===== src/rtl/clk_div_pkg.sv =====
`default_nettype none
// ============================================================================
// Module   : clk_div_pkg
// Purpose  : Shared types and constants for the programmable clock divider
//            controller (clk_div_ctrl) and its counter core (clk_div_core).
// Contents : state_e    - controller state encoding (STOP / RUN / DRAIN)
//            MIN_DIV    - smallest legal divide ratio
//            DEFAULT_DIV_C - ratio in effect after reset
//            CNT_W_DEF  - default counter / ratio width
// Revision : 1.0 - initial release
// ============================================================================
package clk_div_pkg;

    localparam int CNT_W_DEF     = 8;
    localparam int MIN_DIV       = 2;
    localparam int DEFAULT_DIV_C = 9;

    typedef enum logic [1:0] {
        ST_STOP  = 2'd0,
        ST_RUN   = 2'd1,
        ST_DRAIN = 2'd2
    } state_e;

endpackage : clk_div_pkg
`default_nettype wire


===== src/rtl/clk_div_core.sv =====
`default_nettype none
// ============================================================================
// Module   : clk_div_core
// Purpose  : Period counter and registered clk_out / tick generation.
// Ports    : clk, rst          - system clock, async active-high reset
//            cnt_en_i          - advance the counter this cycle
//            clr_i             - force counter and outputs to idle next cycle
//            div_cur_i         - ratio of the period currently being counted
//            div_nxt_i         - ratio in effect from the next cycle on
//            last_o            - counter is on the last cycle of the period
//            clk_out_o, tick_o - registered divided clock and period tick
// Revision : 1.0 - initial release
// ============================================================================
module clk_div_core #(
    parameter int CNT_W = 8
) (
    input  logic             clk,
    input  logic             rst,
    input  logic             cnt_en_i,
    input  logic             clr_i,
    input  logic [CNT_W-1:0] div_cur_i,
    input  logic [CNT_W-1:0] div_nxt_i,
    output logic             last_o,
    output logic             clk_out_o,
    output logic             tick_o
);

    localparam logic [CNT_W-1:0] c_ONE = CNT_W'(1);

    logic [CNT_W-1:0] cnt_q;
    logic [CNT_W-1:0] cnt_d;
    logic             clk_out_q;
    logic             clk_out_d;
    logic             tick_q;
    logic             tick_d;
    logic             w_last;

    assign w_last = (cnt_q == (div_cur_i - c_ONE));

    // The outputs are decoded from the next-state count and the next-state
    // ratio, so a ratio change at a boundary already shapes the first cycle
    // of the new period and the pins stay glitch-free flops.
    always_comb begin
        cnt_d = cnt_q;
        if (clr_i) begin
            cnt_d = '0;
        end else if (cnt_en_i) begin
            cnt_d = w_last ? '0 : (cnt_q + c_ONE);
        end
        clk_out_d = !clr_i && (cnt_d < (div_nxt_i >> 1));
        tick_d    = !clr_i && (cnt_d == (div_nxt_i - c_ONE));
    end

    always_ff @(posedge clk or posedge rst) begin
        if (rst) begin
            cnt_q     <= '0;
            clk_out_q <= 1'b0;
            tick_q    <= 1'b0;
        end else begin
            cnt_q     <= cnt_d;
            clk_out_q <= clk_out_d;
            tick_q    <= tick_d;
        end
    end

    assign last_o    = w_last;
    assign clk_out_o = clk_out_q;
    assign tick_o    = tick_q;

endmodule : clk_div_core
`default_nettype wire


===== src/rtl/clk_div_ctrl.sv =====
`default_nettype none
// ============================================================================
// Module   : clk_div_ctrl
// Purpose  : Programmable synchronous clock divider with glitch-free ratio
//            updates at period boundaries and graceful start/stop.
// Ports    : clk, rst     - system clock, async active-high reset
//            en_i         - run request; 0 stops at the end of the period
//            div_val_i    - requested ratio, sampled on div_load_i
//            div_load_i   - one-cycle load strobe
//            div_pend_o   - a validated ratio waits to be applied
//            div_err_o    - one-cycle pulse: load rejected (ratio < 2)
//            div_cur_o    - ratio currently in effect
//            clk_out_o    - registered divided clock
//            tick_o       - registered pulse on the last cycle of a period
//            running_o    - high in RUN and DRAIN
// Revision : 1.0 - initial release
// ============================================================================
module clk_div_ctrl
    import clk_div_pkg::*;
#(
    parameter int CNT_W       = CNT_W_DEF,
    parameter int DEFAULT_DIV = DEFAULT_DIV_C
) (
    input  logic             clk,
    input  logic             rst,
    input  logic             en_i,
    input  logic [CNT_W-1:0] div_val_i,
    input  logic             div_load_i,
    output logic             div_pend_o,
    output logic             div_err_o,
    output logic [CNT_W-1:0] div_cur_o,
    output logic             clk_out_o,
    output logic             tick_o,
    output logic             running_o
);

    localparam logic [CNT_W-1:0] c_DEF_DIV = CNT_W'(DEFAULT_DIV);
    localparam logic [CNT_W-1:0] c_MIN_DIV = CNT_W'(MIN_DIV);

    state_e           state_q;
    state_e           state_d;
    logic [CNT_W-1:0] div_cur_q;
    logic [CNT_W-1:0] div_cur_d;
    logic [CNT_W-1:0] pend_val_q;
    logic [CNT_W-1:0] pend_val_d;
    logic             div_pend_q;
    logic             div_pend_d;
    logic             div_err_q;
    logic             div_err_d;
    logic             running_q;
    logic             running_d;

    logic             w_core_last;
    logic             w_bound;
    logic             w_apply;
    logic             w_load_ok;
    logic             w_cnt_en;
    logic             w_clr;

    // A boundary only exists while counting; in STOP the counter idles at 0.
    assign w_bound   = (state_q != ST_STOP) && w_core_last;
    assign w_load_ok = div_load_i && (div_val_i >= c_MIN_DIV);
    // In STOP nothing is being shaped, so a pending ratio applies at once.
    assign w_apply   = div_pend_q && ((state_q == ST_STOP) || w_bound);

    // ---------------- state register ----------------
    always_ff @(posedge clk or posedge rst) begin
        if (rst) begin
            state_q <= ST_STOP;
        end else begin
            state_q <= state_d;
        end
    end

    // ---------------- next-state logic ----------------
    always_comb begin
        state_d = state_q;
        unique case (state_q)
            ST_STOP:  state_d = en_i ? ST_RUN : ST_STOP;
            ST_RUN:   state_d = en_i ? ST_RUN : ST_DRAIN;
            ST_DRAIN: begin
                if (en_i) begin
                    state_d = ST_RUN;
                end else if (w_bound) begin
                    state_d = ST_STOP;
                end else begin
                    state_d = ST_DRAIN;
                end
            end
            default:  state_d = ST_STOP;
        endcase
    end

    // ---------------- output / control decode ----------------
    always_comb begin
        w_cnt_en  = (state_q != ST_STOP);
        w_clr     = (state_d == ST_STOP);
        running_d = (state_d != ST_STOP);
    end

    // ---------------- load / pending ratio ----------------
    // The boundary consumes the previously registered pending value; a load
    // landing on the same cycle becomes the next pending value.
    always_comb begin
        div_cur_d  = w_apply ? pend_val_q : div_cur_q;
        pend_val_d = w_load_ok ? div_val_i : pend_val_q;
        div_err_d  = div_load_i && !w_load_ok;
        if (w_load_ok) begin
            div_pend_d = 1'b1;
        end else if (w_apply) begin
            div_pend_d = 1'b0;
        end else begin
            div_pend_d = div_pend_q;
        end
    end

    always_ff @(posedge clk or posedge rst) begin
        if (rst) begin
            div_cur_q  <= c_DEF_DIV;
            pend_val_q <= '0;
            div_pend_q <= 1'b0;
            div_err_q  <= 1'b0;
            running_q  <= 1'b0;
        end else begin
            div_cur_q  <= div_cur_d;
            pend_val_q <= pend_val_d;
            div_pend_q <= div_pend_d;
            div_err_q  <= div_err_d;
            running_q  <= running_d;
        end
    end

    clk_div_core #(
        .CNT_W (CNT_W)
    ) u_core (
        .clk       (clk),
        .rst       (rst),
        .cnt_en_i  (w_cnt_en),
        .clr_i     (w_clr),
        .div_cur_i (div_cur_q),
        .div_nxt_i (div_cur_d),
        .last_o    (w_core_last),
        .clk_out_o (clk_out_o),
        .tick_o    (tick_o)
    );

    assign div_pend_o = div_pend_q;
    assign div_err_o  = div_err_q;
    assign div_cur_o  = div_cur_q;
    assign running_o  = running_q;

endmodule : clk_div_ctrl
`default_nettype wire


===== config.mk =====
export PLATFORM = sky130hd
export DESIGN_NAME = clk_div_ctrl
export DESIGN_NICKNAME = d
export VERILOG_FILES = /design/src/rtl/clk_div_pkg.sv /design/src/rtl/clk_div_core.sv /design/src/rtl/clk_div_ctrl.sv
export SDC_FILE = /design/constraint.sdc
export NUM_CORES = 1
export LEC_CHECK = 0
export ABC_AREA = 1
export BUFFER_PORTS_ARGS = -buffer_cell sky130_fd_sc_hd__buf_2
export CAP_MARGIN = 20
export CORE_AREA = 2 2 61 78
export CTS_CLUSTER_SIZE = 40
export DETAILED_ROUTE_END_ITERATION = 7
export DIE_AREA = 0 0 63 80
export HOLD_SLACK_MARGIN = 0.06
export PLACE_DENSITY = 0.72
export SLEW_MARGIN = 20
export SYNTH_ARGS = -nofsm -noshare
export SYNTH_HDL_FRONTEND = slang
export SYNTH_SLANG_ARGS = --single-unit

===== constraint.sdc =====
create_clock -name clk -period 8.2 [get_ports clk]
set_input_delay 0 -clock clk [delete_from_list [all_inputs] [get_ports clk]]
set_output_delay 0 -clock clk [all_outputs]
set_load 0.05 [all_outputs]

After elaboration in Yosys (flattened, before gate mapping)
Index checks and enable logic that the tools add are counted.

storage, ports and cells
  register bits after elaboration = 31
  bits of input ports = 12
  output and inout port bits = 13
  logic and storage cells = 43

cells by class
  add/sub/neg operators = 3
  $lt $le $gt $ge = 2
  equal/unequal tests = 4
  mux-type cells = 11
  reduce and logical (&&, ||, !) cells = 14

operator list
  cell                   number
  $mux W8                4
  $eq A8 B8 Y1           2
  $sub A8 B1 Y8 const B  2
  $add A8 B1 Y8 const B  1
  $ge A8 B2 Y1 const B   1
  $lt A8 B7 Y1           1
  $logic_and A1 B1 Y1    6
  $mux W2                3
  $pmux W2 S3            1
  $reduce_bool A2 Y1     3
  $logic_not A2 Y1       2
  $mux W1                3
  $eq A2 B1 Y1 const B   1
  $eq A2 B2 Y1 const B   1
  $logic_not A1 Y1       2
  $logic_or A1 B1 Y1     1

Depth between registers and ports, before layout
Gate-level depths: netlist of the first run.

  depth in word-level cells = 10
  depth in mapped cells = 24

Hierarchy
Synthesis of the first run repeated with hierarchy kept, for this count alone.

second synthesis, totals
  cells, all modules = 296
  area, all modules = 2,082.0 um^2

by module, submodules not included
  module        instances  cells an instance  area each (um^2)  sequential area each (um^2)
  clk_div_core  1          197                1,219.9           250.2
  clk_div_ctrl  1          99                 862.1             528.0

Worst setup path before layout of the first run
Ideal clock, no wire load.

  path kind = reg2reg
  from = reg div_cur_q[0] (netlist: div_cur_o[0])
  to = reg u_core.tick_q (netlist: u_core.tick_o)
  library setup time = 0.071 ns
  data arrival time = 2.987 ns
  data required time = 8.129 ns
  setup slack = 5.142 ns
  cell stages (with the launch flop) = 24
  buffers on the path = 1
  clock period less this slack = 3.058 ns
  cell sequence = dfstp_2 -> inv_2 -> ha_1 -> nand2_1 -> inv_1 -> nor2_1 -> nand2_1 -> nor2_1 -> nand3_1 -> nor2_2 -> nand2_4 -> nand2_8 -> nand2_4 -> buf_6 -> nand2_1 -> nand2_2 -> ha_1 -> nand3b_1 -> nand3_1 -> a21oi_1 -> nand2_1 -> nor2_1 -> nand3_1 -> nor2_1

between the ends
  longest elaborated chain between the ends = 10
  elaborated cells between the ends (all ways) = 17
  classes of those cells = add/sub (2); eq/ne (2); mux (7); reduce/logical (6)

ends and longest elaborated chain
  what                                                                   line                 RTL
  from (decl)                                                            clk_div_ctrl.sv:42   logic [CNT_W-1:0] div_cur_q;
  from (signal assigned)                                                 clk_div_ctrl.sv:119  div_cur_q <= c_DEF_DIV;
  from (signal assigned)                                                 clk_div_ctrl.sv:125  div_cur_q <= div_cur_d;
  parallel branches: the longest is 9 deep, another holds $sub A8 B1 Y8  -
  $logic_and A1 B1 Y1 *                                                  clk_div_core.sv:51   tick_d = !clr_i && (cnt_d == (div_nxt_i - c_ONE));
  net u_core.tick_d                                                      clk_div_core.sv:35   logic tick_d;
  to (signal assigned)                                                   clk_div_core.sv:62   tick_q <= tick_d;
  to (decl)                                                              clk_div_core.sv:34   logic tick_q;

Mark *: on every way through the listed nets, which the timed path passes.
A chain may end at the register's enable or synchronous reset.

Final worst setup path of the first run
Ends and elaborated chain as after synthesis.

==> out/metrics.yaml, run 1 <==
die:
  coreArea_um2: 4290
  fp-row-count: 27
  die_h_um: 80
  dieArea_um2: 5040
  ios: 25
  start_util: 0.517
  die_w_um: 63
route:
  drtAntennaViolNets: 0
  drt-initial-drc-count: 96
  routed_wl_um: 5050
  dr.pass1.iters: 4
  drc_errors: 0
  wl_per_cell_um: 12.0
  via_per_inst: 4.93
  vias: 2075
global_routing:
  grt_antenna_before_repair: 0
  grtUsageTotal: 0.223
  grt_overflow: 0
  grt_pass1_wl_um: 8710
  grt_pass1_vias: 1944
  grt_max_degree: 32
critical_path:
  r2r_slack_ps: 5110
  critPathSlowestCell: "dfstp_2"
  cp.arrival_ps: 3300
  slowest_delay_ps: 560
  cp_cell_sequence: "inv_2, ha_1, nand2_1, inv_1, nor2_1, nand2_1, nor2_1, nand3_1, nor2_2, nand2_4, nand2_8, nand2_4, nand2_1, nand2_2, ha_1, nand3b_1, nand3_1, a21oi_1, nand2_1, nor2_1, nand3_1, nor2_1"
  crit_fanout: 11
  crit_required_ps: 8410
  worstSetupPathType: "reg -> reg"
  crit_path_end_kind: "register"
  start_kind: "register"
cts:
  cts_htree_levels: 2
  clock_latency_ps: 280
  cts_resized: 0
  cts_tree: "yes"
  clkTransAtPathRegs_ps: 70
  cts_made_buffers: 5
  cts-root-buf: "clkbuf_8"
  cts_sinks: 31
  clockBufferDepth: 2
  cts_setup_buffers: 0
final_layout:
  final_nets: 383
  syn_to_final_growth_pct: 18.1
  final_cell_area_um2: 2620
  drive_gt1_frac: 0.168
  finalNonFillerCells: 421
  post-route-util: 0.611
  layout_commonest_cell: "nand2_1"
  antenna_cells: 0
  layout_common_cells: "nand2_1, inv_1, nand3_1"
synthesis:
  syn_inst: 321
  syn-mean-instance-area_um2: 6.91
  synth_fp_nets: 342
  yosysWarnings: 0
  synth_seq_cells: 31
  syn_area_um2: 2220
  synth_top_cell_by_area: "dfrtp_1"
  yosysUniqueCellTypes: 29
  ys_top_cells_by_area: "dfrtp_1, nand2_1, inv_1"
  yosysSeqAreaShare: 0.351
  synth_top_area_share: 0.327
power:
  peakVddDrop_uv: 116
  cellPowerDensity_nw_per_um2: 218
  p_leak_nw: 1.49
timing:
  fmax_mhz: 323
  period_minus_slack_ps: 3090
  hold_violations: 0
  skew_ps: 4.90
  drv_slew: 0
  rsz0062_at_grt: "false"
  fin_hold_ws_ps: 337
  post-route-period-util: 0.377
  finalSetupViolations: 0
  fin_setup_tns_ps: 0
  maxSlewHeadroom: 0.714
  worstMarginPinSlew_ps: 426
worst_hold_path:
  holdCritPathClass: "in -> async"
place:
  dp.cells: 401
  dp_hpwl_um: 3920
  post_dp_cell_area_um2: 2400
  port_buffers: 24
  globalplace.congestion: 0.876
run:
  drv_cap: 0
outcome:
  status: "finished clean"
-- state kept, by name, summed over array words and instances, names as in the netlist --
signal and count:
pend_val_q 8, div_err_o 1, running_o 1, div_cur_o 8
div_pend_o 1, state_q 2, u_core.tick_o 1, u_core.cnt_q 8
u_core.clk_out_o 1
-- cell usage after synthesis --
cell type / instances
o21bai_1: 1
nand3b_1: 6
nand4_1: 1
nor3_1: 2
inv_2: 4
xnor2_2: 1
inv_1: 56
o21ai_0: 8
dfstp_2: 2
nand2_8: 1
dfrtp_1: 29
nand2_2: 8
clkbuf_1: 2
nand2_1: 97
nor2_1: 27
o211ai_1: 1
nand3_1: 38
xnor2_1: 3
nand3_2: 1
mux2_2: 3
nand2_4: 2
ha_1: 9
a21oi_1: 5
o21ai_4: 1
xor2_1: 5
buf_6: 1
nor4_1: 1
nor2_4: 1
nor2_2: 5
-- final cells by class --
class                           count  area [µm²]
Fill cell                         399        1670
Multi-Input combinational cell    227        1200
Sequential cell                    31         778
Timing Repair Buffer               37         248
Inverter                           60         225
Clock buffer                        8         100
Tap cell                           58        72.6
-- kinds of logic after synthesis --
kind of cell / count (synthesis) / share of synthesized area
buffers and inverters: 63 / 0.110
DFF: 31 / 0.351
muxes: 3 / 0.0152
adders and majority gates: 9 / 0.0507
AOI/OAI and AO/OA: 16 / 0.0434
xor gates and xnor gates: 9 / 0.0389
and+or+nand+nor: 190 / 0.391
-- critical path, delay by kind of cell (launching register included) --
kind                       cells  cell delay (ps)
DFF                            1              560
adders and majority gates      2              590
buffers and inverters          2              110
AOI/OAI and AO/OA              1              160
and+or+nand+nor               17             1590
-- through the flow --
stage	total power, W	worst slack [ps]
after floorplan	0.000384	5140
after global placement	0.000434	5270
after detailed placement	0.000437	5150
after CTS	0.000574	5120
after global routing	0.000612	4810
final	0.000570	5110
-- path summary, 6_finish.rpt --
kind	from	end	cells past startpoint
max	div_cur_o[0]	u_core.tick_o	22
min	rst	u_core.cnt_q[0]	4
max reg2reg	div_cur_o[0]	u_core.tick_o	22
min reg2reg	pend_val_q[2]	pend_val_q[2]	2
max in group asynchronous	rst	div_cur_o[3]	4
min in group clk	pend_val_q[2]	pend_val_q[2]	2
-- layer usage --
layer	track usage	vias to the layer above	part of all wire	wire length (µm)
met5	0	-	0	0
met4	0.0844	0	0.014	70
met3	0.0451	4	0.048	241
met2	0.398	55	0.52	2600
met1	0.263	945	0.42	2140
li1	-	1071	-	-
-- power by group --
group,switching (W),internal (W)
clock network,0.0000545,0.0000765
registers,0.0000225,0.000174
logic,0.000167,0.0000757
-- timing repair --
action,CTS,global route
setup endpoints to repair,0,0
hold buffers,12,0
endpoints found under the hold margin,40,0
Power figures use the tool's default switching activity.
==> inputs of run 2 (changes only) <==
Settings changed: PLACE_DENSITY 0.72 to 0.74.
Clock period 8.2 ns to 2.7 ns, I/O delays scaled along.
==> run 2 against run 1 <==
The run now ends with negative setup slack left. Via count is 9.8% higher. Clock skew is 1.7 ps lower. Sequential power grew to 3.1 times the previous value. Setup slack worse by 5400 ps. Count of clock-buffer cells in the layout is 3 lower. Cell area is 14% higher. Global-route usage is 3.7 points higher. Critical path depth is 1 higher. Routed wire length is 15% higher. Fmax is 4.3% higher. Non-clock buffer count is 36 higher. Largest cell class unchanged. Largest power group unchanged.
==> out/metrics.yaml, run 2 (synthesis gave the netlist of run 1 again) <==
timing:
  fmax_mhz: 337  # +4.3%
  maxSlewHeadroom: 0.531  # -0.183
  fin_ws_ps: -264  # -5370 ps
  drv_slew: 0  # unchanged
  period_minus_slack_ps: 2960  # -128 ps
  skew_ps: 3.20  # -1.70 ps
  worstMarginPinSlew_ps: 703  # +278 ps
  rsz0062_at_grt: "true"
  hold_violations: 0  # unchanged
  post-route-period-util: 1.10  # +0.721
  finalSetupViolations: 2  # +2
power:
  p_leak_nw: 1.68  # +13%
  peakVddDrop_uv: 433  # +270%
  cellPowerDensity_nw_per_um2: 639  # +190%
  total_power_w: 0.00192  # +240%
cts:
  cts_sinks: 31  # unchanged
  cts_tree: "yes"
  cts_made_buffers: 5  # unchanged
  cts-root-buf: "clkbuf_8"
  cts_htree_levels: 2  # unchanged
  clockBufferDepth: 2  # unchanged
  clkTransAtPathRegs_ps: 70  # about the same
  clock_latency_ps: 290  # about the same
final_layout:
  post-route-util: 0.699  # +0.0881
  antenna_cells: 0  # unchanged
  layout_common_cells: "nand2_1, inv_1, nand3_1, buf_4, dfrtp_1"
  final_cell_area_um2: 3000  # +14%
  fillers: 365  # -8.5%
  final_nets: 420  # +9.7%
  drive_gt1_frac: 0.285  # +0.117
  syn_to_final_growth_pct: 35.1
  layout_commonest_cell: "nand2_1"
place:
  dp_hpwl_um: 4470  # +14%
  post_dp_cell_area_um2: 2730  # +14%
  port_buffers: 24  # unchanged
  globalplace.congestion: 0.901  # +2.9%
  place_ws_ps: -308  # -5460 ps
critical_path:
  crit_required_ps: 2920  # -5490 ps
  start_kind: "register"
  cp-startpoint: "div_cur_o[0]"
  cp.arrival_ps: 3180  # -120 ps
  crit_path_end_kind: "register"
  slowest_delay_ps: 630  # +70 ps
  cp_cell_sequence: "inv_4, ha_4, nand2_2, inv_2, nor2_1, nand2_1, nor2_1, nand3_1, nor2_4, nand2_4, buf_4, nand3_1, nand2_2, nand2_2, inv_1, ha_1, o21ai_0, nand2_1, nand2_1, nand2_1, nand2_1, nand2_1, nor2_2"
  r2r-start: "div_cur_o[0]"
  crit_top_cell: "nand2_1"
  worstSetupPathType: "reg -> reg"
  critPathSlowestCell: "dfstp_4"
  r2r_slack_ps: -260  # -5370 ps
  crit_fanout: 3  # -8
route:
  via_per_inst: 4.97  # +0.91%
  vias: 2278  # +9.8%
  wl_per_cell_um: 12.7  # +6.0%
  drt-initial-drc-count: 171  # +78%
  drtAntennaViolNets: 0  # unchanged
  dr.pass1.iters: 5  # +1
  drc_errors: 0  # unchanged
  routed_wl_um: 5830  # +15%
die:
  ios: 25  # unchanged
  die_w_um: 63  # unchanged
  fp-row-count: 27  # unchanged
  die_h_um: 80  # unchanged
  start_util: 0.517  # unchanged
  dieArea_um2: 5040  # unchanged
  coreArea_um2: 4290  # unchanged
global_routing:
  grt_pass1_wl_um: 10100  # +16%
  grt_overflow: 0  # unchanged
  grtUsageTotal: 0.260  # +0.0367
  grt_pass1_vias: 2317  # +19%
  grt_max_degree: 19  # -41%
  grt_antenna_before_repair: 0  # unchanged
worst_hold_path:
  holdCritPathClass: "in -> async"
outcome:
  violations: "negative setup slack"
  status: "complete, but fails checks"
run:
  drv_cap: 0  # unchanged
run 2: cell types whose count changed in the layout (fill, tap and decap cells not counted), sizes merged:
| cell | delta |
|---|---|
| nand2 | +1 |
| clkinv | +3 |
| buf | +36 |
| clkbuf | -3 |
run 2: report_power, final:
part           internal (W)  leakage (nW)  switching (W)
clock network      0.000176        0.0477       0.000180
logic              0.000370          1.26       0.000593
registers          0.000531         0.377      0.0000686
total               0.00108          1.68       0.000841
run 2: critical path, delay by kind of cell, from the launching register on:
| kind | cells | cell delay (ps) |
|---|---|---|
| adder cells (fa/ha/maj) | 2 | 480 |
| buffers and inverters | 4 | 270 |
| flip-flops | 1 | 630 |
| AND/OR/NAND/NOR | 16 | 1430 |
| AO/OA/AOI/OAI | 1 | 80 |
run 2: layout make-up:
cell class	instances	area, µm²	share of cell area
Clock buffer	5	68.8	0.0229
Clock inverter	3	15.0	0.00501
Inverter	60	228	0.0759
Multi-Input combinational cell	228	1300	0.434
Sequential cell	31	783	0.261
Tap cell	58	72.6	0.0242
Timing Repair Buffer	73	531	0.177
run 2: routing by layer:
metal / share of wire / routed length (µm) / track usage / vias up
li1: - / - / - / 1141
met1: 0.41 / 2410 / 0.305 / 1062
met2: 0.52 / 3020 / 0.464 / 60
met3: 0.039 / 229 / 0.0423 / 15
met4: 0.027 / 157 / 0.118 / 0
met5: 0 / 0 / 0 / -
run 2: timing repair:
item                                    4_1_cts  5_1_grt
resized for setup                             8        5
buffers inserted                              0        0
endpoints found under the setup margin        2        2
pin swaps                                     1        5
hold endpoints to repair                     27        0
gates cloned                                  0        1
hold buffers                                 12        0
run 2: per-stage QoR:
step / std cells / hold slack (ps) / setup TNS (ps)
after CTS: 457 / 382 / -433
after detailed placement: 437 / 146 / -552
after global placement: 437 / 138 / -315
final: 458 / 365 / -525
after global routing: 458 / 453 / -864
after floorplan: 321 / 102 / -345
run 2: final timing paths:
path,to,cells after the start
worst max register to register,u_core.clk_out_o,23
worst min register to register,pend_val_q[1],2
min in group clk,pend_val_q[1],2
worst min-delay path,u_core.clk_out_o,3
max in group asynchronous,div_cur_o[3],4
worst max-delay path,u_core.clk_out_o,23
